<file path="config.mk">
export PLATFORM = sky130hd
export DESIGN_NAME = uart_rx_ctrl
export DESIGN_NICKNAME = d
export VERILOG_FILES = /design/src/rtl/uart_pkg.sv /design/src/rtl/uart_rx_fifo.sv /design/src/rtl/uart_rx_ctrl.sv
export SDC_FILE = /design/constraint.sdc
export NUM_CORES = 1
export LEC_CHECK = 0
export CAP_MARGIN = 30
export CELL_PAD_IN_SITES_DETAIL_PLACEMENT = 0
export CELL_PAD_IN_SITES_GLOBAL_PLACEMENT = 1
export CORE_MARGIN = 2
export CORE_UTILIZATION = 45
export DETAILED_ROUTE_END_ITERATION = 10
export GPL_ROUTABILITY_DRIVEN = 0
export PLACE_DENSITY_LB_ADDON = 0.1
export SYNTH_ARGS = -nofsm -noshare
export SYNTH_HDL_FRONTEND = slang
export SYNTH_SLANG_ARGS = --single-unit
</file>
<file path="constraint.sdc">
create_clock -name clk -period 3.6 [get_ports clk]
set_input_delay 0.54 -clock clk [delete_from_list [all_inputs] [get_ports clk]]
set_output_delay 0.54 -clock clk [all_outputs]
set_load 0.005 [all_outputs]
</file>
<file path="src/rtl/uart_pkg.sv">
`default_nettype none
// ============================================================================
// Module  : uart_pkg
// Purpose : Shared definitions for the UART receive controller: register
//           addresses, STATUS/CTRL/IE bit positions, drain FSM states, FIFO
//           entry width and the BAUD_SEL -> clocks-per-bit lookup.
// Revision: 1.0 - initial release
// ============================================================================
package uart_pkg;

  // Register addresses
  localparam logic [1:0] c_ADDR_DATA   = 2'd0;
  localparam logic [1:0] c_ADDR_STATUS = 2'd1;
  localparam logic [1:0] c_ADDR_CTRL   = 2'd2;
  localparam logic [1:0] c_ADDR_IE     = 2'd3;

  // STATUS bit positions
  localparam int c_ST_NOT_EMPTY = 0;
  localparam int c_ST_FULL      = 1;
  localparam int c_ST_PERR      = 2;
  localparam int c_ST_FERR      = 3;
  localparam int c_ST_ENG_OVF   = 4;
  localparam int c_ST_FIFO_OVR  = 5;
  localparam int c_ST_TIMEOUT   = 6;

  // CTRL bit positions
  localparam int c_CTRL_EIGHT   = 0;
  localparam int c_CTRL_PEN     = 1;
  localparam int c_CTRL_OHEL    = 2;
  localparam int c_CTRL_SEL_LSB = 3;
  localparam int c_CTRL_SEL_MSB = 6;

  // IE bit positions
  localparam int c_IE_DATA    = 0;
  localparam int c_IE_ERR     = 1;
  localparam int c_IE_TIMEOUT = 2;

  // CTRL reset value: EIGHT=1, PEN=0, OHEL=0, BAUD_SEL=4
  localparam logic [6:0] c_CTRL_RESET = 7'h21;

  // FIFO entry: {ferr, perr, data[7:0]}
  localparam int c_ENTRY_W = 10;
  localparam int c_BAUD_W  = 19;

  typedef enum logic [1:0] {
    IDLE  = 2'd0,
    DRAIN = 2'd1,
    WAIT  = 2'd2
  } rx_state_t;

  // Rounded clocks-per-bit for a given line rate
  function automatic logic [c_BAUD_W-1:0] baud_div(input int unsigned clk_hz,
                                                   input int unsigned baud);
    return c_BAUD_W'((clk_hz + baud / 2) / baud);
  endfunction

  // BAUD_SEL lookup; unused selector codes fall back to 9600 baud
  function automatic logic [c_BAUD_W-1:0] baud_decode(input logic [3:0] sel,
                                                      input int unsigned clk_hz);
    case (sel)
      4'd0:    return baud_div(clk_hz, 300);
      4'd1:    return baud_div(clk_hz, 1200);
      4'd2:    return baud_div(clk_hz, 2400);
      4'd3:    return baud_div(clk_hz, 4800);
      4'd4:    return baud_div(clk_hz, 9600);
      4'd5:    return baud_div(clk_hz, 19200);
      4'd6:    return baud_div(clk_hz, 38400);
      4'd7:    return baud_div(clk_hz, 57600);
      4'd8:    return baud_div(clk_hz, 115200);
      4'd9:    return baud_div(clk_hz, 230400);
      4'd10:   return baud_div(clk_hz, 460800);
      4'd11:   return baud_div(clk_hz, 921600);
      default: return baud_div(clk_hz, 9600);
    endcase
  endfunction

endpackage
`default_nettype wire

</file>
<file path="src/rtl/uart_rx_fifo.sv">
`default_nettype none
// ============================================================================
// Module  : uart_rx_fifo
// Purpose : Synchronous FIFO for received characters. Pop on empty is
//           ignored; push while full is accepted only when a pop happens in
//           the same cycle. Flush overrides push and pop.
// Ports   : clk, rst (async, active-high)
//           push, pop, flush, din[WIDTH]  - control and write data
//           head[WIDTH]                   - entry at the read pointer
//           full, empty                   - occupancy flags
// Revision: 1.0 - initial release
// ============================================================================
module uart_rx_fifo #(
  parameter int DEPTH = 8,
  parameter int WIDTH = 10
) (
  input  logic             clk,
  input  logic             rst,
  input  logic             push,
  input  logic             pop,
  input  logic             flush,
  input  logic [WIDTH-1:0] din,
  output logic [WIDTH-1:0] head,
  output logic             full,
  output logic             empty
);

  localparam int             c_AW       = $clog2(DEPTH);
  localparam logic [c_AW:0]  c_FULL_CNT = (c_AW + 1)'(DEPTH);

  logic [WIDTH-1:0] r_mem [DEPTH];
  logic [c_AW-1:0]  r_wr_ptr;
  logic [c_AW-1:0]  r_rd_ptr;
  logic [c_AW:0]    r_count;
  logic             w_do_pop;
  logic             w_do_push;

  assign empty     = (r_count == '0);
  assign full      = (r_count == c_FULL_CNT);
  assign head      = r_mem[r_rd_ptr];
  assign w_do_pop  = pop & ~empty;
  // A full FIFO still accepts a push when a pop frees a slot on the same edge
  assign w_do_push = push & (~full | w_do_pop);

  always_ff @(posedge clk or posedge rst) begin
    if (rst) begin
      r_wr_ptr <= '0;
      r_rd_ptr <= '0;
      r_count  <= '0;
    end else if (flush) begin
      r_wr_ptr <= '0;
      r_rd_ptr <= '0;
      r_count  <= '0;
    end else begin
      if (w_do_push) r_wr_ptr <= r_wr_ptr + c_AW'(1);
      if (w_do_pop)  r_rd_ptr <= r_rd_ptr + c_AW'(1);
      case ({w_do_push, w_do_pop})
        2'b10:   r_count <= r_count + (c_AW + 1)'(1);
        2'b01:   r_count <= r_count - (c_AW + 1)'(1);
        default: r_count <= r_count;
      endcase
    end
  end

  always_ff @(posedge clk) begin
    if (w_do_push && !flush) r_mem[r_wr_ptr] <= din;
  end

endmodule
`default_nettype wire

</file>
<file path="src/rtl/uart_rx_ctrl.sv">
`default_nettype none
// ============================================================================
// Module  : uart_rx_ctrl
// Purpose : Bus-facing controller for the UART receive engine. Holds frame
//           and baud configuration, drains characters from the engine into a
//           local FIFO, exposes DATA/STATUS/CTRL/IE registers and an IRQ.
// Config  : `define UART_RX_TIMEOUT_EN adds the 32-bit-time receive timeout
//           (STATUS[6], IE[2]); without it both read as 0.
// Ports   : clk, rst (async, active-high)
//           cs, we, addr[2], wdata[8]  - single-cycle CPU access
//           rdata[8]                   - registered read data
//           irq                        - registered level interrupt
//           eng_baud_decode[19], eng_eight, eng_pen, eng_ohel - engine config
//           eng_reads                  - one-cycle character acknowledge
//           eng_rdata[8], eng_rx_rdy, eng_perr, eng_ferr, eng_ovf - engine
// Revision: 1.0 - initial release
// ============================================================================
module uart_rx_ctrl
  import uart_pkg::*;
#(
  parameter int          FIFO_DEPTH = 8,
  parameter int unsigned CLK_HZ     = 100000000
) (
  input  logic                clk,
  input  logic                rst,
  input  logic                cs,
  input  logic                we,
  input  logic [1:0]          addr,
  input  logic [7:0]          wdata,
  output logic [7:0]          rdata,
  output logic                irq,
  output logic [c_BAUD_W-1:0] eng_baud_decode,
  output logic                eng_eight,
  output logic                eng_pen,
  output logic                eng_ohel,
  output logic                eng_reads,
  input  logic [7:0]          eng_rdata,
  input  logic                eng_rx_rdy,
  input  logic                eng_perr,
  input  logic                eng_ferr,
  input  logic                eng_ovf
);

`ifdef UART_RX_TIMEOUT_EN
  localparam logic [2:0] c_IE_MASK = 3'b111;
`else
  localparam logic [2:0] c_IE_MASK = 3'b011;
`endif

  logic [6:0]           r_ctrl;
  logic [2:0]           r_ie;
  logic                 r_eng_ovf;
  logic                 r_fifo_ovr;
  logic [7:0]           r_rdata;
  logic                 r_irq;
  rx_state_t            r_state;
  logic                 r_reads;

  logic                 w_rd;
  logic                 w_wr;
  logic                 w_rd_data;
  logic                 w_rd_status;
  logic                 w_wr_ctrl;
  logic                 w_wr_ie;
  logic                 w_push;
  logic                 w_pop;
  logic                 w_flush;
  logic                 w_overrun;
  logic [c_ENTRY_W-1:0] w_head;
  logic                 w_full;
  logic                 w_empty;
  logic                 w_head_perr;
  logic                 w_head_ferr;
  logic                 w_timeout;
  logic [7:0]           w_status;
  logic                 w_unused;

  assign w_rd        = cs & ~we;
  assign w_wr        = cs & we;
  assign w_rd_data   = w_rd & (addr == c_ADDR_DATA);
  assign w_rd_status = w_rd & (addr == c_ADDR_STATUS);
  assign w_wr_ctrl   = w_wr & (addr == c_ADDR_CTRL);
  assign w_wr_ie     = w_wr & (addr == c_ADDR_IE);

  // One push per DRAIN cycle; a CTRL write flushes and discards that push
  assign w_push    = (r_state == DRAIN);
  assign w_pop     = w_rd_data & ~w_empty;
  assign w_flush   = w_wr_ctrl;
  assign w_overrun = w_push & w_full & ~w_pop & ~w_flush;

  // Head error flags only mean something while an entry is present
  assign w_head_perr = w_head[8] & ~w_empty;
  assign w_head_ferr = w_head[9] & ~w_empty;

  assign w_status = {1'b0, w_timeout, r_fifo_ovr, r_eng_ovf,
                     w_head_ferr, w_head_perr, w_full, ~w_empty};

  assign eng_baud_decode = baud_decode(r_ctrl[c_CTRL_SEL_MSB:c_CTRL_SEL_LSB], CLK_HZ);
  assign eng_eight       = r_ctrl[c_CTRL_EIGHT];
  assign eng_pen         = r_ctrl[c_CTRL_PEN];
  assign eng_ohel        = r_ctrl[c_CTRL_OHEL];
  assign eng_reads       = r_reads;
  assign rdata           = r_rdata;
  assign irq             = r_irq;

  // CTRL[7] is reserved and never stored
  assign w_unused = wdata[7];

  uart_rx_fifo #(
    .DEPTH (FIFO_DEPTH),
    .WIDTH (c_ENTRY_W)
  ) u_fifo (
    .clk   (clk),
    .rst   (rst),
    .push  (w_push),
    .pop   (w_pop),
    .flush (w_flush),
    .din   ({eng_ferr, eng_perr, eng_rdata}),
    .head  (w_head),
    .full  (w_full),
    .empty (w_empty)
  );

  // Drain FSM; eng_reads is high exactly while in DRAIN
  always_ff @(posedge clk or posedge rst) begin
    if (rst) begin
      r_state <= IDLE;
      r_reads <= 1'b0;
    end else begin
      case (r_state)
        IDLE: begin
          if (eng_rx_rdy) begin
            r_state <= DRAIN;
            r_reads <= 1'b1;
          end
        end
        DRAIN: begin
          r_state <= WAIT;
          r_reads <= 1'b0;
        end
        WAIT: begin
          // Hold until the engine drops ready so one character gives one push
          if (!eng_rx_rdy) r_state <= IDLE;
        end
        default: begin
          r_state <= IDLE;
          r_reads <= 1'b0;
        end
      endcase
    end
  end

  // Sticky error flags: a new event beats a clearing STATUS read
  always_ff @(posedge clk or posedge rst) begin
    if (rst) begin
      r_eng_ovf  <= 1'b0;
      r_fifo_ovr <= 1'b0;
    end else if (w_flush) begin
      r_eng_ovf  <= 1'b0;
      r_fifo_ovr <= 1'b0;
    end else begin
      if (w_push && eng_ovf) r_eng_ovf <= 1'b1;
      else if (w_rd_status)  r_eng_ovf <= 1'b0;
      if (w_overrun)         r_fifo_ovr <= 1'b1;
      else if (w_rd_status)  r_fifo_ovr <= 1'b0;
    end
  end

  // Configuration registers and registered read data
  always_ff @(posedge clk or posedge rst) begin
    if (rst) begin
      r_ctrl  <= c_CTRL_RESET;
      r_ie    <= 3'b000;
      r_rdata <= 8'h00;
    end else begin
      if (w_wr_ctrl) r_ctrl <= wdata[6:0];
      if (w_wr_ie)   r_ie   <= wdata[2:0] & c_IE_MASK;
      if (w_rd) begin
        case (addr)
          c_ADDR_DATA:   r_rdata <= w_empty ? 8'h00 : w_head[7:0];
          c_ADDR_STATUS: r_rdata <= w_status;
          c_ADDR_CTRL:   r_rdata <= {1'b0, r_ctrl};
          c_ADDR_IE:     r_rdata <= {5'b00000, r_ie};
          default:       r_rdata <= 8'h00;
        endcase
      end
    end
  end

  always_ff @(posedge clk or posedge rst) begin
    if (rst) begin
      r_irq <= 1'b0;
    end else begin
      r_irq <= (r_ie[c_IE_DATA] & ~w_empty)
             | (r_ie[c_IE_ERR] & (r_eng_ovf | r_fifo_ovr | w_head_perr | w_head_ferr))
             | (r_ie[c_IE_TIMEOUT] & w_timeout);
    end
  end

`ifdef UART_RX_TIMEOUT_EN
  logic [c_BAUD_W-1:0] r_presc;
  logic [5:0]          r_bits;
  logic                r_timeout;
  logic                w_idle_clr;
  logic                w_bit_tick;

  // Any FIFO activity, or nothing to time out on, restarts the count
  assign w_idle_clr = w_push | w_pop | w_flush | w_empty;
  assign w_bit_tick = (r_presc == eng_baud_decode - c_BAUD_W'(1));

  always_ff @(posedge clk or posedge rst) begin
    if (rst) begin
      r_presc   <= '0;
      r_bits    <= 6'd0;
      r_timeout <= 1'b0;
    end else if (w_idle_clr) begin
      r_presc   <= '0;
      r_bits    <= 6'd0;
      r_timeout <= 1'b0;
    end else if (!r_timeout) begin
      if (w_bit_tick) begin
        r_presc <= '0;
        r_bits  <= r_bits + 6'd1;
        if (r_bits == 6'd31) r_timeout <= 1'b1;
      end else begin
        r_presc <= r_presc + c_BAUD_W'(1);
      end
    end
  end

  assign w_timeout = r_timeout;
`else
  assign w_timeout = 1'b0;
`endif

endmodule
`default_nettype wire

</file>
### Yosys cells after proc, flatten, opt, wreduce, memory -nomap -nowiden

Memories as Yosys holds them, arrays and structs flattened.
Index checks and enable logic that the tools add are counted.

* $add $sub $neg: 4
* equal/unequal tests: 10
* mux-type cells: 20
* bitwise gates (word level): 27
* reductions and logical operators: 13

Operators by type and width (count)
* $pmux W8 S4: 1
* $and A1 B1 Y1: 16
* $mux W3: 4
* $reduce_bool A3 Y1: 3
* $eq A2 B2 Y1 const B: 4
* $mux W1: 8
* $mux W8: 1
* $pmux W4 S2: 1
* $add A3 B1 Y3 const B: 2
* $eq A2 B1 Y1 const B: 3
* $not A1 Y1: 6
* $pmux W2 S3: 1
* $or A1 B1 Y1: 5
* $add A4 B1 Y4 const B: 1
* $eq A4 B4 Y1 const B: 1
* $logic_not A2 Y1: 2
* $logic_not A4 Y1: 1
* $mux W2: 2
* $mux W4: 1
* $ne A2 B2 Y1 const B: 2
* $reduce_and A2 Y1: 2
* $reduce_bool A2 Y1: 2
* $sub A4 B1 Y4 const B: 1
* $logic_and A1 B1 Y1: 2
* other kinds (2): 2

* flip-flop bits (word level): 33
* output and inout bits: 32
* memories kept: 2
* bits in read-only memories: 288
* word-level logic and storage cells: 87
* bits in writable memories: 80

Memory list
* (no name shown): depth 16, width 18, rd ports 1, clocked after memory_dff 0, write ports 0, line uart_pkg.sv:60 `case (sel)`
* u_fifo.r_mem: depth 8, width 10, rd ports 1, clocked after memory_dff 0, write ports 1, line uart_rx_fifo.sv:31 `logic [WIDTH-1:0] r_mem [DEPTH];`

### Depth between registers and ports, before layout

Gate-level depths: netlist of the first run.

* depth after elaboration: 10
* mapped depth: 11

### Hierarchy

Synthesis of the first run repeated with hierarchy kept, for this count alone.

* cells, all modules: 344
* area total of the unflattened synthesis: 5114.9 um^2

By module, submodules not included
* uart_rx_fifo: cells an instance 194, area each 3709.8 um^2, times used 1, sequential area each 2652.5 um^2
* uart_rx_ctrl: cells an instance 150, area each 1405.1 um^2, times used 1, sequential area each 578.1 um^2

### Worst setup path after synthesis of the first run

OpenSTA, ideal clock, no wires.

* path type: input to register
* start point: input port we
* end point: memory u_fifo.r_mem[1][0] (enable)
* setup time: 0.390 ns
* required time: 3.210 ns
* arrival time: 2.369 ns
* slack: 0.841 ns
* stages: 5
* buffers on the path: 1
* path through: clkbuf_8 > or4b_1 > a21oi_2 > nand3_1 > nor3_1

* longest elaborated chain between the ends: 10

RTL lines
* start, declared: line uart_rx_ctrl.sv:27 `input logic we,`
* $not A1 Y1: line uart_rx_ctrl.sv:78 `assign w_rd = cs & ~we;`
* $and A1 B1 Y1: line uart_rx_ctrl.sv:78
* $and A1 B1 Y1: line uart_rx_ctrl.sv:80 `assign w_rd_data = w_rd & (addr == c_ADDR_DATA);`
* $and A1 B1 Y1: line uart_rx_ctrl.sv:87 `assign w_pop = w_rd_data & ~w_empty;`
* $and A1 B1 Y1: line uart_rx_fifo.sv:41 `assign w_do_pop = pop & ~empty;`
* $or A1 B1 Y1: line uart_rx_fifo.sv:43 `assign w_do_push = push & (~full | w_do_pop);`
* $and A1 B1 Y1: line uart_rx_fifo.sv:43
* $logic_and A1 B1 Y1 *: line uart_rx_fifo.sv:66 `if (w_do_push && !flush) r_mem[r_wr_ptr] <= din;`
* $mux W1 *: line uart_rx_fifo.sv:66
* $mux W1 (not written as such) *: line uart_rx_fifo.sv:66
* end, declared: line uart_rx_fifo.sv:31

Every way passes the cells marked *; elsewhere a longest branch is shown, timed or not.

### Worst setup path after layout of the first run

* start point: register r_ctrl[4]
* end point: output port eng_baud_decode[2]

* longest elaborated chain between the ends: 1

RTL lines
* start, declared: line uart_rx_ctrl.sv:50 `logic [6:0] r_ctrl;`
* start signal, assigned: line uart_rx_ctrl.sv:172 `r_ctrl <= c_CTRL_RESET;`
* start signal, assigned: line uart_rx_ctrl.sv:176 `if (w_wr_ctrl) r_ctrl <= wdata[6:0];`
* $mem_v2 Z16 W18
* end, declared: line uart_rx_ctrl.sv:32 `output logic [c_BAUD_W-1:0] eng_baud_decode,`

Every way passes these cells.

==> impl_metrics.csv, run 1 <==
group,metric,value,unit
critical_path,arrival,2.51,ns
power,seq_power_share,0.387,
layout,fin_nets,463,
power,powerDensity,722,nW/um^2
clock_tree,clkTransAtPathRegs,0.06,ns
critical_path,crit_chain,"inv_1 > ha_1 > nand2b_1 > o21ai_0 > nor2_1 > a21oi_1 > clkdlybuf4s50_1",
routing,routed_wl,10800,um
die,row_count,38,
sta,max_freq,0.328,GHz
clock_tree,post-cts-setup-buffers,0,
power,swShare,0.303,
critical_path,end_kind,"output pin",
routing,drtAntennaViolNets,0,
global_route,antenna_found_initial,0,
sta,report.final.setup_viol,0,
layout,final_area,6390,um^2
critical_path,ff2ff_path_depth,9,
critical_path,timing.critical_path.buf_inv,2,
layout,syn2layout_area_growth,24.8,%
worst_hold_path,hold_class,"reg2reg",
place,dp_hpwl,6820,um
power,p_switching,1.40,mW
die,fp.dieArea,12200,um^2
clock_tree,clockBufferDepth,2,
global_route,grt_max_degree,34,
clock_tree,clock_latency,0.41,ns
layout,fin_util,0.582,
layout,fill_cells,909,
synthesis,avgSynthCellArea,14.3,um^2
clock_tree,cts_root_buffer,"clkbuf_16",
sta,fin_crit_sh,0.846,
critical_path,reg2reg_from,"u_fifo.r_count[1]",
sta,finClkSkew,0.0125,ns
power,leakage,2.31,nW
layout,layoutNonFillerInstCount,580,
clock_tree,htreeDepth,4,
place,postPlaceCellArea,5830,um^2
synthesis,syn_inst,358,
sta,setup_ws,0.553,ns
critical_path,slowest_stage,"dfrtp_1",
power,ir_worst_vdd,0.528,mV
synthesis,async_flop_share,0.292,
global_route,grt_busiest_layer,"met2",
die,die_h,111,um
critical_path,cp.required,3.06,ns
sta,worst_pin_slew,0.708,ns
clock_tree,postCtsResizedCells,0,
layout,antenna_cells,0,
critical_path,r2r_slack,0.83,ns
sta,final.setup.tns,0,ns
global_route,grt_pass1_vias,3144,
global_route,grtUsageMet1,0.242,
job,cap_violations,0,
global_route,use_met2,0.298,
power,combPwrFrac,0.273,
die,io_pins,58,
die,core_area,11000,um^2
sta,timing.final.max_slew_violations,0,
critical_path,cp_num_cells,7,
worst_hold_path,min_to,"r_ctrl[0]",
synthesis,yosys_warnings,0,
run_status,status,"finished, final reports clean",
place,place_inst,548,
global_route,met3_usage,0.0499,
synthesis,ys_types,51,
clock_tree,hold_buffers,0,
routing,route.vias.total,3149,
synthesis,ys.flop_type,"edfxtp_1",
routing,dr.pass1.iters,4,
power,pwr-share-clk,0.341,
global_route,grt_pass1_wl,17200,um
synthesis,ys_seq_area_frac,0.631,
worst_hold_path,min_delay_path_depth,2,
critical_path,r2r_end,"u_fifo.r_count[3]",
sta,hold_violations,0,
routing,first_iter_violations,209,
routing,wl_per_cell,18.6,um
layout,drive_gt1_frac,0.184,
critical_path,critPathLaunchType,"register",
place,dp_slack,0.481,ns
sta,slew_headroom,0.528,
sta,rsz0062_at_grt,"false",
sta,period_needed,3.05,ns
clock_tree,cts_buffers,17,
routing,drc_errors,0,
global_route,overflow,0,
global_route,grt_usage,0.186,
worst_hold_path,min_from,"r_ctrl[0]",
clock_tree,cts_tree,"yes",
clock_tree,cts.sinks,113,
synthesis,syn_nets,394,
die,start_util,0.466,
synthesis,synth_edf_count,80,
place,port_buffers,55,
synthesis,syn_area,5120,um^2
critical_path,crit_family,"buffers and inverters",
critical_path,crit_fanout,14,
synthesis,ys_ff_latch,113,
sta,hold_ws,0.474,ns
power,power.total,4.61,mW
power,p_int,3.22,mW
critical_path,worstSetupPathType,"reg2out",
routing,drt-vias-per-instance,5.43,
critical_path,cpPeakStageDelay,0.63,ns
die,die_x,111,um
-- Yosys cell counts (2+ instances only) --
library cell / instances / share of area
a31oi_1: 3 / 0.0037
ha_1: 10 / 0.024
clkbuf_8: 4 / 0.011
a221oi_1: 4 / 0.0068
nand3_1: 4 / 0.0039
mux4_2: 20 / 0.088
xor2_1: 6 / 0.010
nand2b_1: 6 / 0.0073
o21a_1: 8 / 0.012
dfrtp_1: 31 / 0.15
inv_1: 6 / 0.0044
nor3b_1: 2 / 0.0029
edfxtp_1: 80 / 0.47
buf_2: 5 / 0.0049
dfstp_2: 2 / 0.010
a21oi_1: 21 / 0.021
nor3_1: 5 / 0.0049
o31ai_1: 4 / 0.0059
nor2_1: 28 / 0.021
a21oi_2: 2 / 0.0034
nand2_1: 35 / 0.026
mux2_2: 3 / 0.0066
o21ai_0: 13 / 0.013
nor2b_1: 5 / 0.0061
xnor2_1: 2 / 0.0034
nand3b_1: 3 / 0.0044
o221ai_1: 2 / 0.0034
mux2i_1: 12 / 0.023
clkbuf_1: 10 / 0.0073
-- logic make-up after synthesis --
family / Yosys count / synth area share
buffers and inverters: 28 / 0.0318
multiplexers: 35 / 0.118
AND/OR/NAND/NOR: 100 / 0.102
flip-flops: 113 / 0.631
AO/OA/AOI/OAI: 63 / 0.0778
other: 1 / 0.000733
adder cells (fa/ha/maj): 10 / 0.0245
XOR/XNOR: 8 / 0.0137
-- final cells by class --
cell class	count	area, um^2	area share
sequential	113	3230	0.506
timing repair buffer	72	678	0.106
tap	140	175	0.0274
inverter	6	22.5	0.00353
clock buffer	19	433	0.0678
multi-input combinational	217	1720	0.270
clock inverter	13	125	0.0196
-- routing by layer --
layer,share of wire,vias to the layer above
met5,0,-
met4,0.0090,0
met3,0.035,9
met2,0.49,66
met1,0.47,1585
li1,-,1489
-- layout by cell type (no fill, tap or decap), types with 3 or more instances in the layout --
cell | netlist | final
a21oi_1 | 21 | 21
a221oi_1 | 4 | 4
a31oi_1 | 3 | 3
buf_4 | 1 | 17
clkbuf_16 | 0 | 17
clkdlybuf4s50_1 | 0 | 55
clkinv_4 | 0 | 3
dfrtp_1 | 31 | 31
edfxtp_1 | 80 | 80
ha_1 | 10 | 10
inv_1 | 6 | 6
inv_6 | 0 | 5
mux2_2 | 3 | 3
mux2i_1 | 12 | 12
mux4_2 | 20 | 20
nand2_1 | 35 | 35
nand2b_1 | 6 | 6
nand3_1 | 4 | 4
nand3b_1 | 3 | 3
nor2_1 | 28 | 28
nor2b_1 | 5 | 5
nor3_1 | 5 | 5
o21a_1 | 8 | 8
o21ai_0 | 13 | 13
o31ai_1 | 4 | 4
xor2_1 | 6 | 6
-- registers in the layout (all words and copies together) (netlist names) --
| signal | flops |
|---|---|
| u_fifo.r_wr_ptr | 3 |
| rdata | 8 |
| r_eng_ovf | 1 |
| r_state | 2 |
| u_fifo.r_rd_ptr | 3 |
| r_ctrl | 7 |
| u_fifo.r_count | 4 |
| r_fifo_ovr | 1 |
| u_fifo.r_mem | 80 |
| r_ie | 2 |
| irq | 1 |
| eng_reads | 1 |
-- worst min-delay path: cells and delay by family, from the launching register on --
kind / cells / cell delay [ns]
flops: 1 / 0.37
simple gates: 2 / 0.10
-- worst max path at each step --
| stage | slack (ns) | endpoint | from |
|---|---|---|---|
| global route | 0.35 | eng_baud_decode[2] | r_ctrl[4] |
| global placement | 0.55 | u_fifo.r_count[3] | we |
| detailed placement | 0.48 | u_fifo.r_count[3] | we |
| floorplan | 0.84 | u_fifo.r_mem[1][0] | we |
| CTS | 0.51 | eng_baud_decode[2] | r_ctrl[4] |
| finish | 0.55 | eng_baud_decode[2] | r_ctrl[4] |
-- power groups by stage --
| stage | registers, mW | logic [mW] | clock network (mW) |
|---|---|---|---|
| after floorplan | 1.73 | 0.869 | 0 |
| after global placement | 1.80 | 1.25 | 0 |
| after detailed placement | 1.81 | 1.27 | 0 |
| after CTS | 1.78 | 1.28 | 1.60 |
| after global routing | 1.81 | 1.39 | 1.66 |
| final | 1.78 | 1.26 | 1.57 |
No activity file was read; power rests on OpenSTA's default activity.
==> inputs of run 2 (changes only) <==
Clock period 3.6 ns to 3.2 ns, I/O delays scaled along.
==> impl_metrics.csv, run 2 (synthesis gave the netlist of run 1 again) <==
group,metric,value,unit
critical_path,reg2reg_from,"u_fifo.r_count[1]",
die,die_x,111,um
die,core_area,11000,um^2
sta,report.final.setup_viol,0,
sta,timing.final.max_slew_violations,0,
layout,antenna_cells,0,
critical_path,crit_end,"eng_baud_decode[2]",
routing,first_iter_violations,192,
critical_path,crit_chain,"inv_1 > ha_1 > nand2b_1 > o21ai_0 > nor2_1 > a21oi_1 > clkdlybuf4s50_1",
sta,setup_ws,0.295,ns
place,port_buffers,55,
sta,period_needed,2.91,ns
clock_tree,clockBufferDepth,2,
critical_path,timing.critical_path.buf_inv,2,
power,powerDensity,798,nW/um^2
sta,final.setup.tns,0,ns
clock_tree,clkTransAtPathRegs,0.05,ns
critical_path,crit_fanout,8,
sta,fin_crit_sh,0.908,
global_route,grt_pass1_wl,17100,um
routing,dr.pass1.iters,4,
routing,drt-vias-per-instance,5.39,
critical_path,ff2ff_path_depth,9,
sta,worst_pin_slew,0.655,ns
critical_path,cp.required,2.72,ns
global_route,grt_max_degree,34,
critical_path,end_kind,"output pin",
critical_path,cpPeakStageDelay,0.51,ns
critical_path,slowest_stage,"dfrtp_1",
layout,drive_gt1_frac,0.194,
critical_path,arrival,2.43,ns
die,io_pins,58,
clock_tree,clock_latency,0.41,ns
critical_path,r2r_slack,0.57,ns
global_route,grt_usage,0.183,
sta,max_freq,0.344,GHz
sta,hold_violations,0,
clock_tree,htreeDepth,4,
clock_tree,cts_tree,"yes",
clock_tree,cts_root_buffer,"clkbuf_16",
layout,layoutNonFillerInstCount,584,
clock_tree,post-cts-setup-buffers,0,
sta,slew_headroom,0.564,
power,leakage,2.31,nW
place,postPlaceCellArea,5860,um^2
clock_tree,cts_buffers,17,
routing,drtAntennaViolNets,0,
die,fp.dieArea,12200,um^2
layout,syn2layout_area_growth,25.0,%
layout,final_common_cell,"edfxtp_1",
layout,fin_nets,467,
layout,fin_util,0.582,
critical_path,r2r_end,"u_fifo.r_count[3]",
place,place_inst,552,
place,dp_hpwl,7030,um
global_route,overflow,0,
power,power.total,5.10,mW
global_route,antenna_found_initial,0,
job,cap_violations,0,
power,ir_worst_vdd,0.592,mV
die,start_util,0.466,
clock_tree,postCtsResizedCells,0,
critical_path,worstSetupPathType,"reg2out",
run_status,status,"finished, final reports clean",
clock_tree,cts.sinks,113,
layout,final_cell_mix,"edfxtp_1 (80), clkdlybuf4s50_1 (55), nand2_1 (35)",
routing,wl_per_cell,18.5,um
routing,drc_errors,0,
die,die_h,111,um
critical_path,crit_family,"buffers and inverters",
sta,hold_ws,0.464,ns
clock_tree,hold_buffers,0,
sta,finClkSkew,0.00440,ns
critical_path,critPathLaunchType,"register",
place,dp_slack,0.287,ns
global_route,grt_pass1_vias,3158,
critical_path,cp-startpoint,"r_ctrl[3]",
routing,routed_wl,10800,um
die,row_count,38,
routing,route.vias.total,3150,
layout,largest_register,"u_fifo.r_mem",
layout,final_area,6390,um^2
layout,largest_reg_flops,80,
sta,rsz0062_at_grt,"false",
critical_path,cp_num_cells,7,
worst_hold_path,hold_class,"in2async",
## run 2: cell types whose count changed in the layout (fill, tap and decap cells not counted)
cell	change
buf_4	+4
bufinv_16	-1
clkbuf_1	-2
clkinv_1	+1
clkinv_2	+1
clkinv_4	-2
clkinvlp_4	+2
inv_6	+1
## run 2: how the worst min path moves through the flow
stage | to | slack [ns] | cells past startpoint
2_1_floorplan | irq | 0.45 | 2
3_3_place_gp | r_ctrl[0] | 0.46 | 2
3_5_place_dp | r_ctrl[0] | 0.46 | 2
4_1_cts | eng_reads | 0.47 | 3
5_1_grt | r_ctrl[0] | 0.48 | 2
6_report | eng_reads | 0.46 | 3
## run 2: report_power, final
part	internal [mW]	total (mW)	switching, mW
Sequential	1.79	2.03	0.237
Combinational	0.750	1.40	0.646
Clock	0.993	1.68	0.687
## run 2: layout make-up
cell class	count	area, um^2
fillers	896	4590
flip-flops and latches	113	3230
multi-input cells	217	1720
repair buffers	76	708
clock buffers	17	425
well taps	140	175
clock inverters	15	110
inverters	6	22.5
## run 2: metal layers
layer | track usage | vias up | wire length [um]
met5 | 0 | - | 0
li1 | - | 1489 | -
met3 | 0.0543 | 12 | 434
met4 | 0.0642 | 0 | 130
met2 | 0.287 | 67 | 5230
met1 | 0.246 | 1582 | 4990
## run 2: worst register-to-register path, stage by stage (launching register included)
cell and delay, ns:
dfrtp_1 0.50, or4_1 0.70, nand2_1 0.15, nor2_1 0.08, ha_1 0.36, a21oi_1 0.17
and4_4 0.23, a211oi_2 0.05, o211ai_1 0.18, o31ai_1 0.09
==> inputs of run 3 (changes only) <==
Settings changed: ABC_CLOCK_PERIOD_IN_PS set to 3200.
==> results of run 3 <==
Same layout as run 2: the final DEF is identical, and so are final timing and power.
